## config.mk

```make
export PLATFORM = sky130hd
export DESIGN_NAME = vga_sprite_renderer_flat
export DESIGN_NICKNAME = d
export VERILOG_FILES = /design/src/rtl/vga_sprite_renderer_pkg.sv /design/src/rtl/vga_sprite_renderer_if.sv /design/src/rtl/vga_sprite_rom.sv /design/src/rtl/vga_sprite_renderer.sv /design/src/flat_wrapper.sv
export SDC_FILE = /design/constraint.sdc
export NUM_CORES = 1
export LEC_CHECK = 0
export ABC_AREA = 1
export CORE_MARGIN = 4
export CORE_UTILIZATION = 45
export CTS_CLUSTER_DIAMETER = 30
export DETAILED_ROUTE_END_ITERATION = 10
export PLACE_DENSITY = 0.77
export SYNTH_ARGS = -nofsm -noshare
export SYNTH_HDL_FRONTEND = slang
export SYNTH_SLANG_ARGS = --single-unit
```

## constraint.sdc

```tcl
create_clock -name iVGA_CLK -period 3.45 [get_ports iVGA_CLK]
set_input_delay 0.5175 -clock iVGA_CLK [delete_from_list [all_inputs] [get_ports iVGA_CLK]]
set_output_delay 0.5175 -clock iVGA_CLK [all_outputs]
set_load 0.01 [all_outputs]
```

## src/rtl/vga_sprite_renderer_pkg.sv

```systemverilog
// Shared types, colour constants and sprite bitmaps for the VGA sprite renderer.
// The bitmaps are defined as a function of (entity, lx, ly) so the ROM needs no init file.
package vga_sprite_renderer_pkg;

    typedef enum logic [1:0] {
        MODE_GAME  = 2'd0,
        MODE_BARS  = 2'd1,
        MODE_CHECK = 2'd2,
        MODE_SOLID = 2'd3
    } mode_e;

    localparam int          ENT_NOTHING  = 0;
    localparam logic [15:0] RGB565_WHITE = 16'hFFFF;
    localparam logic [15:0] RGB565_BLACK = 16'h0000;
    localparam logic [15:0] RGB565_ERR   = 16'hF81F;

    typedef struct packed {
        logic        valid;
        mode_e       mode;
        logic        ent_none;
        logic        ent_err;
        logic        blink;
        logic        parity;
        logic [2:0]  bar_rgb;
        logic [15:0] bg;
    } s1_t;

    function automatic logic [15:0] expand_k1(input logic [2:0] c);
        return {{5{c[2]}}, {6{c[1]}}, {5{c[0]}}};
    endfunction

    function automatic logic [15:0] expand_k2(input logic [5:0] c);
        return {c[5:4], c[5:4], c[5], c[3:2], c[3:2], c[3:2], c[1:0], c[1:0], c[1]};
    endfunction

    // Bitmaps cycle every three entities: framed yellow block, blue tile with white diagonal, XOR texture.
    function automatic logic [2:0] sprite_rgb3(input int ent_idx, input int lx, input int ly,
                                               input int w, input int h);
        logic [2:0] c;
        case (ent_idx % 3)
            0:       c = (lx == 0 || lx == w - 1 || ly == 0 || ly == h - 1) ? 3'b000 : 3'b110;
            1:       c = (lx == ly) ? 3'b111 : 3'b001;
            default: c = 3'(lx ^ ly);
        endcase
        return c;
    endfunction

endpackage

```

## src/rtl/vga_sprite_renderer_if.sv

```systemverilog
// Pixel request/response bundle between vga_ctrl (master) and the sprite renderer (slave).
interface vga_sprite_renderer_if #(
    parameter int ENT_W = 2
);
    logic [9:0]       iPix_x;
    logic [9:0]       iPix_y;
    logic             iPix_valid;
    logic [ENT_W-1:0] iEnt;
    logic [15:0]      oPix_data;
    logic             oPix_valid;

    modport master (
        output iPix_x, iPix_y, iPix_valid, iEnt,
        input  oPix_data, oPix_valid
    );

    modport slave (
        input  iPix_x, iPix_y, iPix_valid, iEnt,
        output oPix_data, oPix_valid
    );
endinterface

```

## src/rtl/vga_sprite_rom.sv

```systemverilog
// Sprite bitmap ROM: one BPP-bit colour code per (entity, lx, ly), registered read.
module vga_sprite_rom
    import vga_sprite_renderer_pkg::*;
#(
    parameter int N_ENT = 3,
    parameter int SQ_W  = 16,
    parameter int SQ_H  = 16,
    parameter int BPP   = 3,
    localparam int EIDX_W = (N_ENT > 1) ? $clog2(N_ENT) : 1,
    localparam int LX_W   = $clog2(SQ_W),
    localparam int LY_W   = $clog2(SQ_H)
) (
    input  logic              clk,
    input  logic              rst_n,
    input  logic [EIDX_W-1:0] ent_idx,
    input  logic [LX_W-1:0]   lx,
    input  logic [LY_W-1:0]   ly,
    output logic [BPP-1:0]    code
);
    logic [2:0]     rgb3;
    logic [BPP-1:0] code_d, code_q;

    always_comb begin
        rgb3 = sprite_rgb3(int'(ent_idx), int'(lx), int'(ly), SQ_W, SQ_H);
        if (BPP == 6) begin
            code_d = BPP'({rgb3[2], rgb3[2], rgb3[1], rgb3[1], rgb3[0], rgb3[0]});
        end else begin
            code_d = BPP'(rgb3);
        end
    end

    always_ff @(posedge clk or negedge rst_n) begin
        if (!rst_n) begin
            code_q <= '0;
        end else begin
            code_q <= code_d;
        end
    end

    assign code = code_q;
endmodule

```

## src/rtl/vga_sprite_renderer.sv

```systemverilog
// Two-stage pixel renderer feeding vga_ctrl: sprite game view, colour bars, checkerboard or solid fill.
// Mode and frame count switch only on the frame-start pixel, which already renders with the new values.
module vga_sprite_renderer
    import vga_sprite_renderer_pkg::*;
#(
    parameter int N_ENT       = 3,
    parameter int ENT_W       = 2,
    parameter int SQ_W        = 16,
    parameter int SQ_H        = 16,
    parameter int BPP         = 3,
    parameter int H_ACTIVE    = 640,
    parameter int BLINK_SHIFT = 4
) (
    input  logic                        iVGA_CLK,
    input  logic                        sys_reset_n,
    vga_sprite_renderer_if.slave        pix,
    input  logic [1:0]                  iMode,
    input  logic [15:0]                 iBg_color,
    input  logic [N_ENT-1:0]            iBlink_mask,
    output logic [7:0]                  oFrame_cnt
);
    localparam int EIDX_W = (N_ENT > 1) ? $clog2(N_ENT) : 1;
    localparam int LX_W   = $clog2(SQ_W);
    localparam int LY_W   = $clog2(SQ_H);
    localparam int BAR_W  = H_ACTIVE / 8;
    localparam logic [ENT_W-1:0] ENT_MAX = ENT_W'(N_ENT);

    mode_e             mode_q, mode_d;
    logic [7:0]        frame_cnt_q, frame_cnt_d;
    s1_t               s1_q, s1_d;
    logic [15:0]       pix_data_q, pix_data_d;
    logic              pix_valid_q, pix_valid_d;
    logic              frame_start;
    logic              ent_ok;
    logic [EIDX_W-1:0] ent_idx;
    logic [BPP-1:0]    code;
    logic [15:0]       sprite_px;

    always_comb begin
        frame_start = pix.iPix_valid && (pix.iPix_x == '0) && (pix.iPix_y == '0);
        mode_d      = frame_start ? mode_e'(iMode) : mode_q;
        frame_cnt_d = frame_start ? frame_cnt_q + 8'd1 : frame_cnt_q;
        ent_ok      = (pix.iEnt != ENT_W'(ENT_NOTHING)) && (pix.iEnt <= ENT_MAX);
        ent_idx     = ent_ok ? EIDX_W'(pix.iEnt - 1'b1) : '0;

        s1_d.valid    = pix.iPix_valid;
        s1_d.mode     = mode_d;
        s1_d.ent_none = (pix.iEnt == ENT_W'(ENT_NOTHING));
        s1_d.ent_err  = !ent_ok && !s1_d.ent_none;
        // Blink follows the count of the frame being drawn, including its first pixel.
        s1_d.blink    = ent_ok && iBlink_mask[ent_idx] && frame_cnt_d[BLINK_SHIFT];
        s1_d.parity   = pix.iPix_x[LX_W] ^ pix.iPix_y[LY_W];
        s1_d.bar_rgb  = (pix.iPix_x >= 10'(H_ACTIVE)) ? 3'd0
                                                       : 3'd7 - 3'(pix.iPix_x / 10'(BAR_W));
        s1_d.bg       = iBg_color;
    end

    vga_sprite_rom #(
        .N_ENT (N_ENT),
        .SQ_W  (SQ_W),
        .SQ_H  (SQ_H),
        .BPP   (BPP)
    ) u_rom (
        .clk     (iVGA_CLK),
        .rst_n   (sys_reset_n),
        .ent_idx (ent_idx),
        .lx      (pix.iPix_x[LX_W-1:0]),
        .ly      (pix.iPix_y[LY_W-1:0]),
        .code    (code)
    );

    always_comb begin
        if (BPP == 6) begin
            sprite_px = expand_k2(6'(code));
        end else begin
            sprite_px = expand_k1(3'(code));
        end
        pix_valid_d = s1_q.valid;
        pix_data_d  = RGB565_BLACK;
        if (s1_q.valid) begin
            case (s1_q.mode)
                MODE_GAME: begin
                    if (s1_q.ent_err) begin
                        pix_data_d = RGB565_ERR;
                    end else if (s1_q.ent_none || s1_q.blink || code == '0) begin
                        pix_data_d = s1_q.bg;
                    end else begin
                        pix_data_d = sprite_px;
                    end
                end
                MODE_BARS:  pix_data_d = expand_k1(s1_q.bar_rgb);
                MODE_CHECK: pix_data_d = s1_q.parity ? RGB565_BLACK : RGB565_WHITE;
                MODE_SOLID: pix_data_d = s1_q.bg;
                default:    pix_data_d = RGB565_BLACK;
            endcase
        end
    end

    always_ff @(posedge iVGA_CLK or negedge sys_reset_n) begin
        if (!sys_reset_n) begin
            mode_q      <= MODE_GAME;
            frame_cnt_q <= '0;
            s1_q        <= '0;
            pix_data_q  <= '0;
            pix_valid_q <= 1'b0;
        end else begin
            mode_q      <= mode_d;
            frame_cnt_q <= frame_cnt_d;
            s1_q        <= s1_d;
            pix_data_q  <= pix_data_d;
            pix_valid_q <= pix_valid_d;
        end
    end

    assign pix.oPix_data  = pix_data_q;
    assign pix.oPix_valid = pix_valid_q;
    assign oFrame_cnt     = frame_cnt_q;
endmodule
```

## src/flat_wrapper.sv

```systemverilog
// flat-port wrapper written by rule: the top's interface ports become plain ports
module vga_sprite_renderer_flat import vga_sprite_renderer_pkg::*;
#(
    parameter int N_ENT       = 3,
    parameter int ENT_W       = 2,
    parameter int SQ_W        = 16,
    parameter int SQ_H        = 16,
    parameter int BPP         = 3,
    parameter int H_ACTIVE    = 640,
    parameter int BLINK_SHIFT = 4
)
  (iVGA_CLK, sys_reset_n, iMode, iBg_color, iBlink_mask, oFrame_cnt, pix_iPix_x, pix_iPix_y, pix_iPix_valid, pix_iEnt, pix_oPix_data, pix_oPix_valid);
  vga_sprite_renderer_if #(.ENT_W(ENT_W)) pix_i ();
  input  logic iVGA_CLK;
  input  logic sys_reset_n;
  input  logic [1:0] iMode;
  input  logic [15:0] iBg_color;
  input  logic [N_ENT-1:0] iBlink_mask;
  output logic [7:0] oFrame_cnt;
  input wire logic [$bits(pix_i.iPix_x)-1:0] pix_iPix_x;
  input wire logic [$bits(pix_i.iPix_y)-1:0] pix_iPix_y;
  input wire logic [$bits(pix_i.iPix_valid)-1:0] pix_iPix_valid;
  input wire logic [$bits(pix_i.iEnt)-1:0] pix_iEnt;
  output wire logic [$bits(pix_i.oPix_data)-1:0] pix_oPix_data;
  output wire logic [$bits(pix_i.oPix_valid)-1:0] pix_oPix_valid;
  assign pix_i.iPix_x = pix_iPix_x;
  assign pix_i.iPix_y = pix_iPix_y;
  assign pix_i.iPix_valid = pix_iPix_valid;
  assign pix_i.iEnt = pix_iEnt;
  assign pix_oPix_data = pix_i.oPix_data;
  assign pix_oPix_valid = pix_i.oPix_valid;
  vga_sprite_renderer #(.N_ENT(N_ENT), .ENT_W(ENT_W), .SQ_W(SQ_W), .SQ_H(SQ_H), .BPP(BPP), .H_ACTIVE(H_ACTIVE), .BLINK_SHIFT(BLINK_SHIFT)) u_core (.iVGA_CLK(iVGA_CLK), .sys_reset_n(sys_reset_n), .pix(pix_i), .iMode(iMode), .iBg_color(iBg_color), .iBlink_mask(iBlink_mask), .oFrame_cnt(oFrame_cnt));
endmodule
```

* Yosys cells after proc, flatten, opt, wreduce, memory -nomap -nowiden
Cells that the tools add are included.
** Word-level totals
- Bits in registers :: 54
- Latch bits :: 0
- RAM bits :: 0
- Memory bits (read-only) :: 0
- Bits of input ports :: 46
- Logic and storage cells :: 65
- Memories :: 0
** Cells by class
- Add/sub/neg operators :: 3
- Multipliers :: 0
- Div/mod/pow operators :: 2
- Magnitude comparators :: 3
- Equality and inequality tests :: 7
- Shift operators :: 0
- Muxes and demuxes :: 13
- Bitwise logic cells :: 2
- Reductions and logical operators :: 22
** Operators with widths (number)
- 2-to-1 mux 16 bit :: 4
- one-hot mux 16 bit (4 select lines) :: 1
- equality test 32 x 1 -> 1 bit, second input constant :: 1
- zero test 32 bit :: 1
- modulo 3 x 3 -> 32 bit, second input constant :: 1
- zero test 10 bit :: 2
- divider 10 x 7 -> 10 bit, second input constant :: 1
- greater-or-equal comparator 10 bit, second input constant :: 1
- 2-to-1 mux 3 bit :: 3
- adder 8 x 1 -> 8 bit, second input constant :: 1
- equality test 4 x 1 -> 1 bit, second input constant :: 2
- zero test 4 bit :: 2
- logical AND 1 bit :: 6
- one-hot mux 3 bit (2 select lines) :: 1
- logical OR 1 bit :: 5
- 2-to-1 mux 5 bit :: 1
- equality test 2 bit, second input constant :: 2
- equality test 4 bit :: 1
- zero test 2 bit :: 2
- zero test 3 bit :: 1
- less-than comparator 2 x 3 -> 1 bit, second input constant :: 1
- subtractor 3 bit, first input constant :: 1
- bitwise XOR 3 bit :: 1
- binary-select mux 1 bit (select 2 bit) :: 1
- 8 further kinds :: 9

* Logic depth before layout (Yosys ltp)
- Depth after elaboration :: 7
- Depth in mapped cells :: 8
- Gate-level depth less buffers :: 8

* Modules after synthesis
From an unflattened synthesis, not the netlist that was laid out.
** Unflattened totals
- Cell total of the unflattened synthesis :: 282
- Area total of the unflattened synthesis :: 2487.4 um2
** Modules (own cells, without submodules)
- vga_sprite_renderer :: instances 1, cells an instance 234, area each 2207.1 um2, seq. area each 1251.2 um2
- vga_sprite_rom :: instances 1, cells an instance 48, area each 280.3 um2, seq. area each 75.1 um2

* Worst setup path after synthesis
No wires, ideal clock.
- Kind :: input to register
- From :: input pix_iPix_x[3]
- To :: register u_core.frame_cnt_q[6] (netlist: u_core.oFrame_cnt[6])
- Arrival time :: 1222 ps
- Required time :: 3324 ps
- Setup slack :: 2102 ps
- Stages on the path :: 7
- Cells stage by stage :: nor2_1 > nand2_1 > nor2_2 > nand3_2 > nor2_4 > buf_6 > o21ai_0
** On the way
- Longest elaborated chain between the ends :: 3
** RTL lines
- start, declared :: line flat_wrapper.sv:20 : input wire logic [$bits(pix_i.iPix_x)-1:0] pix_iPix_x;
- zero test 10 bit :: line vga_sprite_renderer.sv:40 : frame_start = pix.iPix_valid && (pix.iPix_x == '0) && (pix.iPix_y == '0);
- logical AND 1 bit (2 in a row) :: line vga_sprite_renderer.sv:40
- end signal, assigned :: line vga_sprite_renderer.sv:108 : frame_cnt_q <= frame_cnt_d;
- end, declared :: line vga_sprite_renderer.sv:29 : logic [7:0] frame_cnt_q, frame_cnt_d;
No other way between the ends.
A chain may end at the register's enable or synchronous reset.

* Worst setup path after layout
- From :: register u_core.frame_cnt_q[4] (netlist: u_core.oFrame_cnt[4])
- To :: output oFrame_cnt[4]
** RTL lines
- end, declared :: line flat_wrapper.sv:19 : output logic [7:0] oFrame_cnt;
No word-level cell between the ends.

==> impl_metrics.py <==
metrics = {
    "outcome": {
        "outcome": "completed",
    },
    "route": {
        "routedWlPerCell_um": 12.2,
        "drt_wl_total_mm": 4.89,
        "drt_drc_violations_left": 0,
        "postRouteAntennaNets": 0,
        "firstDrtPassIters": 6,
        "detail_route.iter0.violations": 54,
        "num_vias": 1991,
        "post_drt_via_cell_ratio": 4.97,
    },
    "logic_synthesis": {
        "synthesized_cell_area_mm2": 0.00235,
        "syn-mean-instance-area_um2": 9.17,
        "yosysUniqueCellTypes": 26,
        "yosys_warnings": 0,
        "synth_fp_nets": 303,
        "synth.ff_latch_count": 53,
        "post-synth-top-area-cell": "sky130_fd_sc_hd__dfrtp_1",
        "ys_seq_area_share_pct": 56.5,
        "synth_top_area_share_pct": 56.5,
        "leading_cell_types_by_total_area_after_synthesis": "sky130_fd_sc_hd__dfrtp_1, sky130_fd_sc_hd__nand2_1, sky130_fd_sc_hd__a21oi_1",
        "synth_cells": 256,
    },
    "critical_path": {
        "crit_arrival_ns": 1.36,
        "critPathTopFamily": "buffers and inverters",
        "worst_setup_path_start_kind": "flip-flop",
        "timing.rr.start": "u_core.u_rom.code[1]",
        "criticalPathCategory": "reg2out",
        "ff2ff_path_depth": 3,
        "cp_cell_sequence": "clkdlybuf4s50_1",
        "critPathMaxStageDelay_ns": 0.58,
        "reg2reg_slack_ns": 1.99,
        "critical_path.slowest_cell": "sky130_fd_sc_hd__clkdlybuf4s50_1",
        "regToRegEndpoint": "u_core.pix.oPix_data[14]",
        "crit_path_end_kind": "output port",
        "critical_path.max_fanout": 5,
        "worst-endpoint-required_ns": 2.93,
        "timing.critical_path.buf_inv": 1,
    },
    "placement": {
        "numPortBuffers": 70,
        "placed_instance_area_mm2": 0.00311,
        "dp.final_hpwl_mm": 3.77,
        "dpl_worst_slack_ns": 1.31,
        "dp_cells": 393,
        "gp_congestion": 0.864,
    },
    "layout": {
        "insertedDiodeCount": 0,
        "fillCellCount": 442,
        "design.final.nets": 377,
        "area_grow_syn2layout_pct": 38.1,
        "share_of_post_route_cells_with_drive_strength_above_1_pct": 5.74,
        "final_common_cell": "sky130_fd_sc_hd__clkdlybuf4s50_1",
        "area.sequential_mm2": 0.00133,
        "stdcell_count": 401,
        "finalInstanceArea_mm2": 0.00324,
        "multi_input_comb_area_um2": 901,
        "most-common-layout-cells": "sky130_fd_sc_hd__clkdlybuf4s50_1, sky130_fd_sc_hd__dfrtp_1, sky130_fd_sc_hd__nand2_1",
        "final_core_utilization_pct": 63.9,
    },
    "clock_tree": {
        "tritoncts": "done",
        "root_buffer": "sky130_fd_sc_hd__clkbuf_8",
        "cts_max_path_buffers": 2,
        "insertion_delay_ns": 0.30,
        "cts_buffers": 5,
        "cts_repair_resize_count": 0,
        "numClockSinks": 53,
        "htree_num_levels": 2,
        "post_cts_buffers": 0,
        "clkTransAtPathRegs_ns": 0.09,
        "ctsHoldBuffers": 0,
    },
    "power": {
        "power_per_cell_area_mw_per_mm2": 414,
        "p_leak_nw": 1.51,
        "vdd_ir_drop_max_mv": 0.197,
    },
    "sta": {
        "max_clock_freq_ghz": 0.534,
        "setup_viol": 0,
        "endpoints_failing_hold": 0,
        "final.setup.tns_ns": 0,
        "worst_skew_ns": 0.00308,
        "unrepaired_setup_endpoints_after_global_routing": "false",
        "worstMarginPinSlew_ns": 0.652,
        "min_period_over_period_pct": 54.3,
        "clock_period_minus_final_worst_setup_slack_ns": 1.87,
        "max-slew-margin-rel_pct": 56.1,
        "maxSlewViolCount": 0,
        "finalWorstSetupSlack_ns": 1.58,
    },
    "global_routing": {
        "vias_in_the_first_global_route": 1901,
        "grt_first_pass_wirelength_mm": 8.05,
        "grt_overflow": 0,
        "maximum_number_of_pins_on_one_net_before_global_route_repair": 31,
        "groute.usage.overall_pct": 16.1,
        "antenna_found_initial": 0,
    },
    "min_path": {
        "timing.hold.worst.class": "in2async",
    },
    "floorplanning": {
        "die_height_um": 80.2,
        "floorplan.initialDensity_pct": 46.3,
        "rows": 26,
        "ios": 71,
        "fp.dieW_um": 80.2,
        "fp.dieArea_mm2": 0.00644,
        "fp.coreArea_mm2": 0.00507,
    },
    "job": {
        "drv.max_cap_violation_count": 0,
    },
}
-- cell usage after synthesis --
cell and n:
sky130_fd_sc_hd__ha_1 1, sky130_fd_sc_hd__nand3_2 1, sky130_fd_sc_hd__nand2_1 51, sky130_fd_sc_hd__nor3_1 17
sky130_fd_sc_hd__inv_1 24, sky130_fd_sc_hd__clkbuf_1 1, sky130_fd_sc_hd__nor2_2 2, sky130_fd_sc_hd__a21o_1 1
sky130_fd_sc_hd__xnor2_1 2, sky130_fd_sc_hd__nand3_1 10, sky130_fd_sc_hd__nor3_2 1, sky130_fd_sc_hd__o31ai_4 1
sky130_fd_sc_hd__nand4_1 5, sky130_fd_sc_hd__a21oi_1 36, sky130_fd_sc_hd__nor2_1 19, sky130_fd_sc_hd__buf_4 2
sky130_fd_sc_hd__xor2_1 10, sky130_fd_sc_hd__o21ai_0 11, sky130_fd_sc_hd__and2_1 1, sky130_fd_sc_hd__a31oi_1 1
sky130_fd_sc_hd__a31o_2 1, sky130_fd_sc_hd__dfrtp_1 53, sky130_fd_sc_hd__a21boi_0 1, sky130_fd_sc_hd__o21ai_2 2
sky130_fd_sc_hd__nor2_4 1, sky130_fd_sc_hd__buf_6 1
-- cell families after synthesis --
family / share of synthesized area [%]
DFF: 56.5
and+or+nand+nor: 20.4
xor gates and xnor gates: 4.48
adders and majority gates: 0.533
AOI/OAI and AO/OA: 13.0
buffers and inverters: 5.12
-- report_power, final --
| part | internal [mW] | leakage [nW] | total [mW] | switching (mW) |
|---|---|---|---|---|
| Combinational | 0.104 | 0.799 | 0.194 | 0.0900 |
| Sequential | 0.657 | 0.642 | 0.672 | 0.0150 |
| Clock | 0.288 | 0.0681 | 0.477 | 0.189 |
| Total | 1.05 | 1.51 | 1.34 | 0.294 |
-- layer usage --
metal	vias to the layer above	GRT usage, %	wire [µm]
met5	-	0	0
met4	0	5.74	75
met3	8	4.04	362
met2	69	29.2	2460
met1	915	18.0	1990
li1	999	-	-
-- state kept, by name, summed over array words and instances (netlist names) --
name                   count
u_core.oFrame_cnt          8
u_core.u_rom.code          3
u_core.pix.oPix_data      16
u_core.mode_q              2
u_core.pix.oPix_valid      1
u_core.s1_q               22
u_core.pix_valid_d         1
-- per-stage QoR --
| step | total power [mW] | hold slack [ns] |
|---|---|---|
| 2_1_floorplan | 0.760 | 0.222 |
| 3_3_place_gp | 0.874 | 0.389 |
| 3_5_place_dp | 0.879 | 0.398 |
| 4_1_cts | 1.36 | 0.241 |
| 5_1_grt | 1.41 | 0.271 |
| 6_report | 1.34 | 0.223 |
-- how the worst max path moves through the flow --
stage                               startpoint              endpoint  slack (ns)  depth (start not counted)
final                     u_core.oFrame_cnt[4]         oFrame_cnt[4]        1.58                          1
after global routing             pix_iPix_y[1]  u_core.oFrame_cnt[5]        1.46                          9
after CTS                 u_core.oFrame_cnt[4]         oFrame_cnt[4]        1.57                          1
after detailed placement         pix_iPix_x[4]  u_core.oFrame_cnt[5]        1.31                          9
after global placement           pix_iPix_x[4]  u_core.oFrame_cnt[5]        1.36                          9
after floorplan                  pix_iPix_x[3]  u_core.oFrame_cnt[6]        2.10                          7
-- area by class of cell --
type / instances / area share, %
Timing Repair Buffer: 71 / 21.7
Inverter: 24 / 2.78
Multi-Input combinational cell: 175 / 27.8
Clock inverter: 3 / 2.01
Sequential cell: 53 / 40.9
Clock buffer: 5 / 2.12
Tap cell: 70 / 2.70
Power figures use the tool's default switching activity.
